==> config.mk <==
export PLATFORM = sky130hd
export DESIGN_NAME = text_writer
export DESIGN_NICKNAME = d
export VERILOG_FILES = /design/src/rtl/text_writer_pkg.sv /design/src/rtl/text_writer_cursor.sv /design/src/rtl/text_writer.sv
export SDC_FILE = /design/constraint.sdc
export NUM_CORES = 1
export LEC_CHECK = 0
export CAP_MARGIN = 10
export CORE_UTILIZATION = 46
export CTS_BUF_LIST = sky130_fd_sc_hd__clkbuf_8 sky130_fd_sc_hd__clkbuf_16
export DETAILED_ROUTE_END_ITERATION = 6
export MAX_ROUTING_LAYER = met4
export PLACE_DENSITY = 0.7
export REMOVE_ABC_BUFFERS = 1
export SKIP_CTS_REPAIR_TIMING = 1
export SLEW_MARGIN = 20
export SYNTH_ARGS = -nofsm -noshare
export SYNTH_HDL_FRONTEND = slang
export SYNTH_HIERARCHICAL = 1
export SYNTH_SLANG_ARGS = --single-unit
==> constraint.sdc <==
create_clock -name clk -period 6.9 [get_ports clk]
set_input_delay 1.38 -clock clk [delete_from_list [all_inputs] [get_ports clk]]
set_output_delay 1.38 -clock clk [all_outputs]
set_load 0.02 [all_outputs]
==> src/rtl/text_writer_pkg.sv <==
// text_writer_pkg: shared text-mode constants, console opcodes and writer FSM states
package text_writer_pkg;
    localparam int TEXT_CHARS_H   = 80;
    localparam int TEXT_CHARS_V   = 30;
    localparam int TEXT_BITS_CHAR = 7;
    localparam int TEXT_BITS_ADDR = $clog2(TEXT_CHARS_H * TEXT_CHARS_V);
    localparam logic [TEXT_BITS_CHAR-1:0] GLYPH_BLANK = 7'd2;
    localparam logic [TEXT_BITS_CHAR-1:0] GLYPH_ZERO  = 7'd3;
    typedef enum logic [1:0] {OP_PUT, OP_NEWLINE, OP_HOME, OP_CLEAR} text_op_e;
    typedef enum logic [1:0] {S_IDLE, S_CLEAR, S_COPY, S_BLANK} text_state_e;
endpackage

==> src/rtl/text_writer_cursor.sv <==
// text_cursor: cursor x/y counters plus incrementally kept linear address
// Ports: clk, rst_n (sync, active-low); adv/nl/home commands; x, y, addr, wrap (last column), last_row.
module text_cursor #(
    parameter int CHARS_H   = 80,
    parameter int CHARS_V   = 30,
    parameter int ADDR_BITS = 12
) (
    input  logic                         clk,
    input  logic                         rst_n,
    input  logic                         adv,
    input  logic                         nl,
    input  logic                         home,
    output logic [$clog2(CHARS_H)-1:0]   x,
    output logic [$clog2(CHARS_V)-1:0]   y,
    output logic [ADDR_BITS-1:0]         addr,
    output logic                         wrap,
    output logic                         last_row
);
    localparam int XW = $clog2(CHARS_H);
    localparam int YW = $clog2(CHARS_V);
    logic [XW-1:0]        x_q, x_d;
    logic [YW-1:0]        y_q, y_d;
    logic [ADDR_BITS-1:0] addr_q, addr_d;
    assign wrap     = x_q == XW'(CHARS_H - 1);
    assign last_row = y_q == YW'(CHARS_V - 1);
    assign x        = x_q;
    assign y        = y_q;
    assign addr     = addr_q;
    always_comb begin
        x_d    = x_q;
        y_d    = y_q;
        addr_d = addr_q;
        if (home) begin
            x_d    = '0;
            y_d    = '0;
            addr_d = '0;
        end else if (nl || (adv && wrap)) begin
            // back to column 0 of this row, then down one row unless at the bottom (scroll keeps the row)
            x_d    = '0;
            y_d    = last_row ? y_q : y_q + 1'b1;
            addr_d = addr_q - ADDR_BITS'(x_q) + (last_row ? '0 : ADDR_BITS'(CHARS_H));
        end else if (adv) begin
            x_d    = x_q + 1'b1;
            addr_d = addr_q + 1'b1;
        end
    end
    always_ff @(posedge clk) begin
        if (!rst_n) begin
            x_q    <= '0;
            y_q    <= '0;
            addr_q <= '0;
        end else begin
            x_q    <= x_d;
            y_q    <= y_d;
            addr_q <= addr_d;
        end
    end
endmodule

==> src/rtl/text_writer.sv <==
// text_writer: glyph/command stream to character RAM writer with wrap, clear and scroll-up
// Ports: clk, rst_n (sync, active-low); in_valid/in_ready/in_op/in_char command stream;
// wr_en/wr_addr/wr_data RAM write port; rd_addr/rd_data RAM read port (1-cycle latency);
// cursor_x/cursor_y current cursor; busy while clearing or scrolling.
module text_writer import text_writer_pkg::*; #(
    parameter int                   CHARS_H   = TEXT_CHARS_H,
    parameter int                   CHARS_V   = TEXT_CHARS_V,
    parameter int                   CHAR_BITS = TEXT_BITS_CHAR,
    parameter int                   ADDR_BITS = TEXT_BITS_ADDR,
    parameter logic [CHAR_BITS-1:0] BLANK     = GLYPH_BLANK
) (
    input  logic                         clk,
    input  logic                         rst_n,
    input  logic                         in_valid,
    output logic                         in_ready,
    input  logic [1:0]                   in_op,
    input  logic [CHAR_BITS-1:0]         in_char,
    output logic                         wr_en,
    output logic [ADDR_BITS-1:0]         wr_addr,
    output logic [CHAR_BITS-1:0]         wr_data,
    output logic [ADDR_BITS-1:0]         rd_addr,
    input  logic [CHAR_BITS-1:0]         rd_data,
    output logic [$clog2(CHARS_H)-1:0]   cursor_x,
    output logic [$clog2(CHARS_V)-1:0]   cursor_y,
    output logic                         busy
);
    localparam logic [ADDR_BITS-1:0] LAST      = ADDR_BITS'(CHARS_H * CHARS_V - 1);
    localparam logic [ADDR_BITS-1:0] COPY_LAST = ADDR_BITS'((CHARS_V - 1) * CHARS_H - 1);
    localparam logic [ADDR_BITS-1:0] ROW       = ADDR_BITS'(CHARS_H);
    text_state_e          state_q, state_d;
    logic                 wr_en_q, wr_en_d;
    logic [ADDR_BITS-1:0] wr_addr_q, wr_addr_d;
    logic [CHAR_BITS-1:0] wr_data_q, wr_data_d;
    logic [ADDR_BITS-1:0] rd_addr_q, rd_addr_d;
    logic                 copy_q, copy_d;
    logic                 busy_q, busy_d;
    logic                 adv, nl, home, wrap, last_row;
    logic [ADDR_BITS-1:0] cur_addr;
    text_cursor #(.CHARS_H(CHARS_H), .CHARS_V(CHARS_V), .ADDR_BITS(ADDR_BITS)) u_cursor (
        .clk(clk), .rst_n(rst_n), .adv(adv), .nl(nl), .home(home),
        .x(cursor_x), .y(cursor_y), .addr(cur_addr), .wrap(wrap), .last_row(last_row)
    );
    assign in_ready = state_q == S_IDLE;
    assign wr_en    = wr_en_q;
    assign wr_addr  = wr_addr_q;
    // a copy write forwards the RAM read data of the previous cycle's rd_addr
    assign wr_data  = copy_q ? rd_data : wr_data_q;
    assign rd_addr  = rd_addr_q;
    assign busy     = busy_q;
    always_comb begin
        state_d   = state_q;
        wr_en_d   = 1'b0;
        wr_addr_d = wr_addr_q;
        wr_data_d = wr_data_q;
        rd_addr_d = rd_addr_q;
        copy_d    = 1'b0;
        busy_d    = busy_q;
        adv       = 1'b0;
        nl        = 1'b0;
        home      = 1'b0;
        case (state_q)
            S_IDLE: if (in_valid) begin
                adv  = in_op == OP_PUT;
                nl   = in_op == OP_NEWLINE;
                home = in_op == OP_HOME;
                if (adv) begin
                    wr_en_d   = 1'b1;
                    wr_addr_d = cur_addr;
                    wr_data_d = in_char;
                end
                if (in_op == OP_CLEAR) begin
                    state_d   = S_CLEAR;
                    busy_d    = 1'b1;
                    wr_en_d   = 1'b1;
                    wr_addr_d = '0;
                    wr_data_d = BLANK;
                end
                if (((adv && wrap) || nl) && last_row) begin
                    state_d   = S_COPY;
                    busy_d    = 1'b1;
                    rd_addr_d = ROW;
                end
            end
            S_COPY: begin
                wr_en_d   = 1'b1;
                copy_d    = 1'b1;
                rd_addr_d = rd_addr_q == LAST ? rd_addr_q : rd_addr_q + 1'b1;
                if (!copy_q) begin
                    wr_addr_d = '0;
                end else if (wr_addr_q == COPY_LAST) begin
                    copy_d    = 1'b0;
                    wr_addr_d = wr_addr_q + 1'b1;
                    wr_data_d = BLANK;
                    state_d   = S_BLANK;
                end else begin
                    wr_addr_d = wr_addr_q + 1'b1;
                end
            end
            default: begin
                wr_en_d   = wr_addr_q != LAST;
                wr_addr_d = wr_addr_q == LAST ? wr_addr_q : wr_addr_q + 1'b1;
                if (wr_addr_q == LAST) begin
                    state_d = S_IDLE;
                    busy_d  = 1'b0;
                    home    = state_q == S_CLEAR;
                end
            end
        endcase
    end
    always_ff @(posedge clk) begin
        if (!rst_n) begin
            state_q   <= S_IDLE;
            wr_en_q   <= 1'b0;
            wr_addr_q <= '0;
            wr_data_q <= '0;
            rd_addr_q <= '0;
            copy_q    <= 1'b0;
            busy_q    <= 1'b0;
        end else begin
            state_q   <= state_d;
            wr_en_q   <= wr_en_d;
            wr_addr_q <= wr_addr_d;
            wr_data_q <= wr_data_d;
            rd_addr_q <= rd_addr_d;
            copy_q    <= copy_d;
            busy_q    <= busy_d;
        end
    end
endmodule
==> Implementation_results.wiki <==
{| class="wikitable"
! Metric !! Value
|-
| Unrepaired setup endpoints after global routing || false
|-
| Basic-gate share of the synthesized area counting and, or, nand and nor cells || 24.4%
|-
| Most frequent CP cell || clkdlybuf4s50_1
|-
| Maximum number of pins on one net before global-route repair || 19
|-
| Residual antenna-violating net count after detailed routing || 0
|-
| Area share of xor/xnor cells in the synthesized design || 3.74%
|-
| Family with the most delay on the worst path || buffers and inverters
|-
| CTS sink count || 60
|-
| Number of library cell types mapped by synthesis || 84
|-
| Number of synthesized register bits || 60
|-
| Post-synth ARST share || 0%
|-
| Fin crit period || 3.97 ns
|-
| Share of the cycle needed by the critical path after routing || 57.5%
|-
| First-pass GRT wire length || 18100 µm
|-
| Worst-case headroom to the max-slew limit || 27.2%
|-
| Worst supply voltage drop on vdd || 0.109 mV
|-
| Biggest fanout along the worst timing path || 1
|-
| Final Hold Vio Count || 0
|-
| Worst Skew || 0.00655 ns
|-
| DRT Wirelength || 10900 µm
|-
| Horiz. Die Dim || 97.7 µm
|-
| Delay of the slowest cell on the worst path || 0.62 ns
|-
| Metal-1 WL || 5130 µm
|-
| Met3 wire length || 556 µm
|-
| Insertion delay to the later sink of the worst-skew pair || 0.34 ns
|-
| Fmax || 252 MHz
|-
| Post-synth EDFFs || 0
|-
| Input/output buffers || 64
|-
| Worst Path Buf+Inv || 2
|-
| Number of diodes || 0
|-
| Hold Crit Class || flop to flop
|-
| Die Area || 9550 µm²
|-
| Fin worst setup slack || 2.93 ns
|-
| Cell count of the worst hold path || 1
|-
| Worst-path cell chain || clkdlybuf4s50_1 -> nand2_1 -> o21ai_0 -> clkdlybuf4s50_1
|-
| Buffer levels on the longest clock path || 2
|-
| Count of pins over their slew limit || 0
|-
| Worst slew pin tran || 1.09 ns
|-
| Most frequent standard cell in the layout excluding fill and tap cells || clkdlybuf4s50_1
|-
| Critical Path AT || 2.59 ns
|-
| Area added between synthesis and finish || 20.9%
|-
| GPL Wtd Cong || 0.802
|-
| Data required time of the worst path || 5.52 ns
|-
| Endpoint of the worst hold-timing path || busy$_SDFFE_PN0P_
|-
| WL met2 || 5110 µm
|-
| Number of DRC markers in iteration 0 || 338
|-
| Vias per std cell || 6.10
|-
| Path depth of the worst reg2reg path || 8
|-
| Adder and majority gate portion of the synthesized area || 9.39%
|-
| Total global routing overflow || 0
|-
| Global routing usage summed across all routing layers || 24.1%
|-
| Violated checks || DRC
|-
| Die height || 97.7 µm
|-
| Final setup TNS || 0 ns
|-
| Final Net Count || 594
|-
| Startpoint types || primary input
|-
| Minimum setup slack after placement || 2.77 ns
|-
| Initial Utilization || 47.8%
|-
| # DRC || 18
|-
| Main flop type after synthesis || dfxtp_1
|-
| I/O pins || 65
|-
| Status || finished, violations left
|-
| Portion of netlist area occupied by mux cells || 3.39%
|-
| Uppermost layer routed || met4
|-
| Via count of the first global-routing pass || 3608
|-
| Proportion of synthesized chip area in sequential cells || 28.5%
|-
| Register-to-Register Setup Slack || 3.64 ns
|-
| Synth Cell Area || 4210 µm²
|-
| CTS Buf Count || 9
|-
| FP Rows || 34
|-
| Combinational family with the most area after synthesis || compound AO/OA/AOI/OAI gates
|-
| Hold path startpoint || busy$_SDFFE_PN0P_
|-
| Total core area || 8810 µm²
|-
| Mean cell area of the mapped netlist || 8.55 µm²
|-
| Type of the worst setup path || primary input to output pin
|-
| Critical Path End Type || output pin
|-
| Pre-antenna DRT Iters || 7
|-
| Highest-count cells in the layout ignoring fill and taps || clkdlybuf4s50_1 (64), dfxtp_1 (60), nor2_1 (39), a21oi_1 (34), ha_1 (30)
|-
| Placed cell count || 641
|-
| # Max-Cap Violations || 0
|-
| Layout cells sized above 1 || 8.76%
|-
| Initial antenna violation count || 0
|-
| Compound-Gate Fraction of Synth Area || 25.2%
|-
| Synth warn || 6
|-
| HPWL reported at the end of detailed placement || 7910 µm
|-
| Worst R2R Start || wr_addr[1]$_SDFFE_PN0P_
|-
| Cell at the root of the clock tree || clkbuf_8
|-
| Worst flop-to-flop path endpoint || u_cursor/addr[11]$_SDFFE_PP0P_
|-
| Power density over the cells || 169 nW/µm²
|-
| Reported leakage power || 0.00188 µW
|-
| Register clock-pin slew on the reported worst setup and hold paths || 0.07 ns
|-
| H-tree Lvls || 3
|-
| Non-Filler Instances || 656
|-
| Final-report setup violation count || 0
|-
| Detailed-route wire length per cell || 16.6 µm
|-
| CTS tree || done
|-
| Vias after detailed routing || 4001
|-
| Cell with the largest stage delay on the worst path || clkdlybuf4s50_1
|-
| Number of cells produced by synthesis || 493
|}
[logic make-up (layout without fill, tap and decap cells)]
family / count (synthesis) / count (layout)
buf+inv: 50 / 105
mux: 13 / 13
xor+xnor: 18 / 18
compound gates: 147 / 147
simple gates: 174 / 174
fa+ha+maj: 31 / 31
flops: 60 / 60
[synthesized netlist by cell type, drive strengths merged (4+ instances only)]
cell type	count	share of area (%)
o31ai	16	2.9
nand2	24	2.2
mux2	7	2.0
xnor2	12	2.5
xor2	6	1.2
nand4	9	1.5
inv	24	2.1
o211ai	4	0.71
or4	7	1.2
and2	8	1.2
and4	9	2.0
mux2i	6	1.4
a31oi	8	1.2
or3	4	0.59
a221oi	5	1.0
buf	9	1.7
a211oi	10	1.9
nand2b	5	0.74
o311ai	4	0.83
o21ai	18	2.1
clkbuf	17	1.5
a22o	8	1.7
nor4	7	1.7
nor2	40	3.7
dfxtp	60	29
a21o	9	1.6
nand3	18	2.3
ha	30	8.9
and3	11	1.6
nor3	14	1.8
a21oi	35	4.2
[stage by stage]
stage | area (µm²) | hold slack (ns) | power (µW) | util, %
floorplan | 4080 | 0.438 | 454 | -
global placement | 4870 | 0.456 | 501 | 55.3
detailed placement | 4870 | 0.455 | 503 | 55.3
CTS | 5090 | 0.481 | 868 | 57.8
global route | 5090 | 0.500 | 897 | 57.8
finish | 5090 | 0.476 | 860 | 57.8
[worst max-delay path by stage]
stage | from | endpoint | slack (ns) | cells after the start
floorplan | in_valid | u_cursor/addr[10]$_SDFFE_PP0P_ | 3.73 | 7
CTS | rd_data[1] | wr_data[1] | 2.92 | 4
global route | in_valid | u_cursor/addr[10]$_SDFFE_PP0P_ | 2.83 | 8
detailed placement | in_valid | u_cursor/addr[10]$_SDFFE_PP0P_ | 2.77 | 8
global placement | in_valid | u_cursor/addr[10]$_SDFFE_PP0P_ | 2.85 | 8
finish | rd_data[1] | wr_data[1] | 2.93 | 4
[sequential cells by signal (all words and copies together), names as in the netlist]
| register | cells |
|---|---|
| wr_addr | 12 |
| rd_addr | 12 |
| state_q | 2 |
| u_cursor/y | 5 |
| copy_q | 1 |
| u_cursor/x | 7 |
| busy | 1 |
| wr_en | 1 |
| wr_data_q | 7 |
| u_cursor/addr | 12 |
[layout make-up]
| cell class | instances | area, µm² |
|---|---|---|
| fillers | 814 | 3710 |
| multi-input cells | 383 | 2790 |
| flip-flops and latches | 60 | 1200 |
| repair buffers | 66 | 656 |
| clock buffers | 11 | 151 |
| well taps | 108 | 135 |
| inverters | 24 | 90.1 |
| clock inverters | 4 | 72.6 |
[where the power goes]
part	internal, µW	leakage (µW)	switching [µW]
registers	356	0.000486	11.9
logic	56.6	0.00128	72.0
clock network	221	0.000111	143
[routing by layer]
metal	GRT usage [%]	up-vias
met1	30.5	1900
li1	-	1971
met3	5.11	12
met5	-	-
met2	39.3	118
met4	5.59	0
(Power assumes the default switching activity.)
